**src/rtl/rom_sched_pkg.sv**
```systemverilog
`timescale 1ns/1ps
`default_nettype none
// ============================================================================
// Module      : rom_sched_pkg
// Description : Shared types and default widths for the ROM read scheduler:
//               scheduler state enum and the response-beat side-band struct.
// Revision    : 1.0 - initial release
// ============================================================================
package rom_sched_pkg;

    localparam int C_DEF_NUM_REQ = 4;
    localparam int C_DEF_ADDR_W  = 3;
    localparam int C_DEF_DATA_W  = 8;
    localparam int C_DEF_LEN_W   = 3;

    // Requester id field sized for the largest supported NUM_REQ (8)
    localparam int C_ID_W_MAX    = 3;

    typedef enum logic [0:0] {
        IDLE  = 1'b0,
        BURST = 1'b1
    } sched_state_e;

    // Side-band travelling alongside the ROM read latency
    typedef struct packed {
        logic                  valid;
        logic [C_ID_W_MAX-1:0] id;
        logic                  last;
    } rsp_beat_t;

endpackage
`default_nettype wire

```
**src/rtl/rr_arbiter.sv**
```systemverilog
`timescale 1ns/1ps
`default_nettype none
// ============================================================================
// Module      : rr_arbiter
// Description : Combinational round-robin arbiter. Grants the first asserted
//               request at or above ptr, wrapping to the lowest request.
// Ports       : req [N]  - request vector
//               ptr [PW] - highest-priority index for this cycle
//               gnt [N]  - one-hot grant (all-zero when req is all-zero)
// Revision    : 1.0 - initial release
// ============================================================================
module rr_arbiter #(
    parameter int N  = 4,
    parameter int PW = (N > 1) ? $clog2(N) : 1
) (
    input  logic [N-1:0]  req,
    input  logic [PW-1:0] ptr,
    output logic [N-1:0]  gnt
);

    logic [N-1:0] w_mask;
    logic [N-1:0] w_hi;
    logic [N-1:0] w_sel;

    always_comb begin
        // Requests at or above the pointer take priority; if none, wrap and
        // take the lowest request overall. x & -x isolates the lowest set bit.
        w_mask = ~((N'(1) << ptr) - N'(1));
        w_hi   = req & w_mask;
        w_sel  = (|w_hi) ? w_hi : req;
        gnt    = w_sel & (~w_sel + N'(1));
    end

endmodule
`default_nettype wire

```
**src/rtl/rom_read_sched.sv**
```systemverilog
`timescale 1ns/1ps
`default_nettype none
// ============================================================================
// Module      : rom_read_sched
// Description : Shares one registered single-port ROM among NUM_REQ
//               requesters. Round-robin arbitration, single or incrementing
//               (address-wrapping) bursts, tagged read responses.
// Ports       : clk_pi, rst_pi (async, active-high)
//               req_i/addr_i/len_i/gnt_o - requester side
//               rom_en_o/rom_addr_o/rom_data_i - ROM side (1-cycle latency)
//               rsp_valid_o/rsp_id_o/rsp_data_o/rsp_last_o - response beats
//               busy_o - burst active or beat in flight
// Revision    : 1.0 - initial release
// ============================================================================
module rom_read_sched
    import rom_sched_pkg::*;
#(
    parameter int NUM_REQ = C_DEF_NUM_REQ,
    parameter int ADDR_W  = C_DEF_ADDR_W,
    parameter int DATA_W  = C_DEF_DATA_W,
    parameter int LEN_W   = C_DEF_LEN_W
) (
    input  logic                        clk_pi,
    input  logic                        rst_pi,
    input  logic [NUM_REQ-1:0]          req_i,
    input  logic [NUM_REQ*ADDR_W-1:0]   addr_i,
    input  logic [NUM_REQ*LEN_W-1:0]    len_i,
    output logic [NUM_REQ-1:0]          gnt_o,
    output logic                        rom_en_o,
    output logic [ADDR_W-1:0]           rom_addr_o,
    input  logic [DATA_W-1:0]           rom_data_i,
    output logic                        rsp_valid_o,
    output logic [$clog2(NUM_REQ)-1:0]  rsp_id_o,
    output logic [DATA_W-1:0]           rsp_data_o,
    output logic                        rsp_last_o,
    output logic                        busy_o
);

    localparam int ID_W = $clog2(NUM_REQ);

    sched_state_e        state_q,      state_d;
    logic [ID_W-1:0]     rr_ptr_q,     rr_ptr_d;
    logic [ID_W-1:0]     cur_id_q,     cur_id_d;
    logic [LEN_W-1:0]    beats_left_q, beats_left_d;
    logic                rom_en_q,     rom_en_d;
    logic [ADDR_W-1:0]   rom_addr_q,   rom_addr_d;
    logic                iss_last_q,   iss_last_d;
    rsp_beat_t           s1_q,         s1_d;
    rsp_beat_t           s2_q,         s2_d;
    logic [DATA_W-1:0]   s2_data_q,    s2_data_d;

    logic [NUM_REQ-1:0]  w_arb_gnt;
    logic [ID_W-1:0]     w_gnt_idx;
    logic                w_xfer;
    logic [ADDR_W-1:0]   w_sel_addr;
    logic [LEN_W-1:0]    w_sel_len;

    rr_arbiter #(
        .N  (NUM_REQ),
        .PW (ID_W)
    ) u_arb (
        .req (req_i),
        .ptr (rr_ptr_q),
        .gnt (w_arb_gnt)
    );

    // Grants only offered while idle; during reset state is IDLE and the
    // pointer is zero, so the grant still tracks req_i.
    assign gnt_o  = (state_q == IDLE) ? w_arb_gnt : '0;
    assign w_xfer = |(req_i & gnt_o);

    always_comb begin
        w_gnt_idx = '0;
        for (int i = 0; i < NUM_REQ; i++) begin
            if (w_arb_gnt[i]) begin
                w_gnt_idx = ID_W'(i);
            end
        end
    end

    assign w_sel_addr = addr_i[w_gnt_idx*ADDR_W +: ADDR_W];
    assign w_sel_len  = len_i[w_gnt_idx*LEN_W +: LEN_W];

    always_comb begin
        state_d      = state_q;
        rr_ptr_d     = rr_ptr_q;
        cur_id_d     = cur_id_q;
        beats_left_d = beats_left_q;
        rom_en_d     = 1'b0;
        rom_addr_d   = rom_addr_q;
        iss_last_d   = 1'b0;

        case (state_q)
            IDLE: begin
                if (w_xfer) begin
                    rom_en_d     = 1'b1;
                    rom_addr_d   = w_sel_addr;
                    cur_id_d     = w_gnt_idx;
                    beats_left_d = w_sel_len;
                    rr_ptr_d     = (w_gnt_idx == ID_W'(NUM_REQ - 1)) ? '0
                                                                     : w_gnt_idx + ID_W'(1);
                    if (w_sel_len == '0) begin
                        iss_last_d = 1'b1;
                    end else begin
                        state_d = BURST;
                    end
                end
            end
            BURST: begin
                rom_en_d     = 1'b1;
                rom_addr_d   = rom_addr_q + ADDR_W'(1);
                beats_left_d = beats_left_q - LEN_W'(1);
                // Counter reaching zero on this edge marks the final beat
                if (beats_left_q == LEN_W'(1)) begin
                    iss_last_d = 1'b1;
                    state_d    = IDLE;
                end
            end
            default: state_d = IDLE;
        endcase

        // Stage 1 lines up with the ROM's internal register; stage 2 meets
        // the ROM output and captures its data.
        s1_d.valid = rom_en_q;
        s1_d.id    = C_ID_W_MAX'(cur_id_q);
        s1_d.last  = iss_last_q;
        s2_d       = s1_q;
        s2_data_d  = s1_q.valid ? rom_data_i : s2_data_q;
    end

    always_ff @(posedge clk_pi or posedge rst_pi) begin
        if (rst_pi) begin
            state_q      <= IDLE;
            rr_ptr_q     <= '0;
            cur_id_q     <= '0;
            beats_left_q <= '0;
            rom_en_q     <= 1'b0;
            rom_addr_q   <= '0;
            iss_last_q   <= 1'b0;
            s1_q         <= '0;
            s2_q         <= '0;
            s2_data_q    <= '0;
        end else begin
            state_q      <= state_d;
            rr_ptr_q     <= rr_ptr_d;
            cur_id_q     <= cur_id_d;
            beats_left_q <= beats_left_d;
            rom_en_q     <= rom_en_d;
            rom_addr_q   <= rom_addr_d;
            iss_last_q   <= iss_last_d;
            s1_q         <= s1_d;
            s2_q         <= s2_d;
            s2_data_q    <= s2_data_d;
        end
    end

    assign rom_en_o    = rom_en_q;
    assign rom_addr_o  = rom_addr_q;
    assign rsp_valid_o = s2_q.valid;
    assign rsp_id_o    = s2_q.id[ID_W-1:0];
    assign rsp_last_o  = s2_q.last;
    assign rsp_data_o  = s2_data_q;
    assign busy_o      = (state_q == BURST) | rom_en_q | s1_q.valid;

endmodule
`default_nettype wire

```
**config.mk**
```make
export PLATFORM = sky130hd
export DESIGN_NAME = rom_read_sched
export DESIGN_NICKNAME = d
export VERILOG_FILES = /design/src/rtl/rom_sched_pkg.sv /design/src/rtl/rr_arbiter.sv /design/src/rtl/rom_read_sched.sv
export SDC_FILE = /design/constraint.sdc
export NUM_CORES = 1
export LEC_CHECK = 0
export CAP_MARGIN = 15
export CORE_ASPECT_RATIO = 0.75
export CORE_MARGIN = 2
export CORE_UTILIZATION = 43
export DETAILED_ROUTE_END_ITERATION = 7
export GPL_TIMING_DRIVEN = 1
export PLACE_DENSITY_LB_ADDON = 0.25
export SLEW_MARGIN = 30
export SYNTH_ARGS = -nofsm -noshare
export SYNTH_HDL_FRONTEND = slang
export SYNTH_HIERARCHICAL = 1
export SYNTH_SLANG_ARGS = --single-unit
```
**constraint.sdc**
```tcl
create_clock -name clk_pi -period 2.4 [get_ports clk_pi]
set_input_delay 0.36 -clock clk_pi [delete_from_list [all_inputs] [get_ports clk_pi]]
set_output_delay 0.36 -clock clk_pi [all_outputs]
set_load 0.005 [all_outputs]
```
==> reports/results.tsv <==
metric	value	unit
dpl ws	-0.0625	ns
Crit Path Category	flop to output port	
VDD IR max	0.457	mV
drt first pass iters	4	
TritonCTS clock tree	yes	
status	finished, final reports clean	
Worst setup startpoint	rr_ptr_q[0]	
r2r startpoint	rr_ptr_q[1]	
CTS hold repair buffers	0	
Worst Tran Pin Value	0.372	ns
clk slew on worst S/H paths	0.06	ns
largest net degree at the start of global routing	30	
vias in the first global route	1261	
IO Port Bufs	58	
final core occ	68.2	%
first-pass GRT wire length	5690	um
htree depth	2	
Synth area leader	dfrtp_1	
Data required, critical path	2.04	ns
Pwr Density	1070	nW/um2
Routed Wire Length	3460	um
worst min path class	flop to flop	
clock skew	0.00552	ns
CP Capture Type	output port	
f_max	0.437	GHz
die area	3950	um2
Syn. warnings	6	
fillers	244	
setup TNS	0	ns
initial antenna violation count	0	
Yosys top cell area share	48.8	%
CP Data Arrival Time	1.93	ns
# clock sinks	29	
Num CTS Buffers	5	
average via count per standard cell	5.17	
# Max-Cap Violations	0	
Final Hold Vio Count	0	
ANT nets after route	0	
initial drt markers	58	
CTS root buf	clkbuf_8	
Unique masters post-synth	36	
Worst Setup EP	gnt_o[2]	
initial core utilization	44.9	%
Ports	59	
Cell Area, Synth	1490	um2
hold path start	s1_q[1]	
post-route minimum period	2.29	ns
post-synthesis sequential area ratio	48.8	%
dpl hpwl	2700	um
final cell count without fillers	250	
share of layout cells above drive strength 1	16.7	%
Worst-Skew Late Latency	0.28	ns
RR Endpoint	iss_last_q	
R2R Setup Slk	0.36	ns
final estimated routing congestion in global placement	0.841	
Slew Limit Fails	0	
RSZ-0062 raised after global routing	false	
Synthesized Nets	180	
via count	1292	
CP Launch Type	flop	
DRC	0	
top cells by area, synth	dfrtp_1 (49%), mux2i_1 (6.7%), mux2_2 (6.1%)	
hold_ws	0.349	ns
GRT Total Usage	19.6	%
Die Span X	71.9	um
GRT overflow	0	
Slew headroom	75.1	%
leakage power	0.000991	uW
Area Growth Syn to Fin	51.8	%
Setup violations, final	0	
Placed Cells	241	
Core Region	3310	um2
Final period util	95.4	%
Die H	54.9	um
final worst slack	0.110	ns
# nets final	250	
synthesized instance count	139	
synthesis-stage register bit count	29	
Site Rows	18	
R2R cell count	8	
WL/cell	13.8	um
average cell area after synthesis	10.7	um2
CP max FO	6	
clk buf depth	2	
diode count	0	
[final cells by class]
| type | instances | area, um2 | area share [%] |
|---|---|---|---|
| multi-input combinational | 90 | 669 | 29.6 |
| inverter | 13 | 48.8 | 2.16 |
| tap | 40 | 50.0 | 2.22 |
| clock buffer | 5 | 68.8 | 3.05 |
| clock inverter | 3 | 17.5 | 0.776 |
| sequential | 29 | 727 | 32.2 |
| timing repair buffer | 70 | 677 | 30.0 |
[metal layers]
layer  part of all wire, %  wire [um]  up-vias  global-route usage, %
li1                      -          -      632                      -
met1                    44       1530      587                   24.9
met2                    47       1610       67                   33.0
met3                   7.3        253        6                   3.99
met4                   1.6         56        0                   9.43
met5                     0          0        -                      0
[registers in the layout (all words and copies together) (netlist names)]
signal and count:
rsp_valid_o 1, rom_en_o 1, rsp_id_o 2, cur_id_q 2, rsp_last_o 1, rsp_data_o 8
rom_addr_o 3, beats_left_q 3, iss_last_q 1, state_q 1, rr_ptr_q 2, s1_q 4
[cell families (layout without fill, tap and decap cells)]
logic type / after synthesis / after routing / share of synthesized area, %
fa+ha+maj: 3 / 3 / 2.52
xor+xnor: 2 / 2 / 1.18
flops: 29 / 29 / 48.8
mux: 18 / 18 / 12.8
buf+inv: 20 / 91 / 6.22
simple gates: 31 / 31 / 9.50
compound gates: 36 / 36 / 19.0
[through the flow]
| stage | instance area (um2) | total power, uW |
|---|---|---|
| detailed placement | 2160 | 2040 |
| global placement | 2160 | 1960 |
| floorplan | 1490 | 1510 |
| CTS | 2240 | 2430 |
| global route | 2260 | 2590 |
| finish | 2260 | 2410 |
[critical path, cell delays in order (launching register included)]
cell and delay (ns):
dfrtp_1 0.47, inv_1 0.10, o22ai_1 0.19, a32o_1 0.20, inv_1 0.07, nor2_1 0.11
clkdlybuf4s50_1 0.51
[layout by cell type (no fill, tap or decap), types with 2 or more instances in the layout]
master           count
a32o_1               2
xnor2_1              2
mux2_2               8
o21ai_0              6
a21oi_1              5
dlymetal6s2s_1       3
nor2b_1              3
a22oi_1              2
mux2i_1             10
inv_1               13
o21a_1               2
nor2_1               6
clkdlybuf4s50_1     54
o22ai_1              2
o21ai_1              3
buf_4               12
dfrtp_1             28
nand2_1             14
o211ai_1             2
clkbuf_8             5
or2_1                2
ha_1                 3
a221oi_1             2
nor3_1               3
clkinv_2             2
[where the power goes]
part	switching (uW)	internal, uW	total (uW)
Combinational	478	655	1130
Clock	184	199	383
Sequential	182	713	895
[cells in the mapped netlist (all sizes together)]
library cell	n
or2	2
clkbuf	3
o22ai	2
inv	13
o21a	2
a2bb2oi	1
nand2	14
o211a	1
mux2i	10
mux2	8
o31ai	1
a21oi	6
o21ai	9
nor3	3
buf	4
and2	1
a221oi	3
dfrtp	29
o221ai	2
a32o	2
o211ai	2
a31oi	1
ha	3
o221a	1
nor3b	1
nor2	6
xnor2	2
a22oi	3
nor2b	3
or3	1
[how the worst min path moves through the flow]
stage                        endpoint  depth (start not counted)  slack [ns]
final                     rsp_id_o[0]                          0        0.35
after global routing      rsp_id_o[0]                          0        0.35
after CTS                 rsp_id_o[0]                          0        0.35
after detailed placement  rsp_id_o[0]                          0        0.34
after global placement     rsp_last_o                          0        0.33
after floorplan           rsp_id_o[0]                          0        0.33
[what timing repair did]
action | in CTS | in global routing
endpoints found under the setup margin | 2 | 4
cloned | 0 | 0
setup buffers | 0 | 1
pin swaps | 0 | 1
resized for setup | 1 | 4
(Power assumes the default switching activity.)
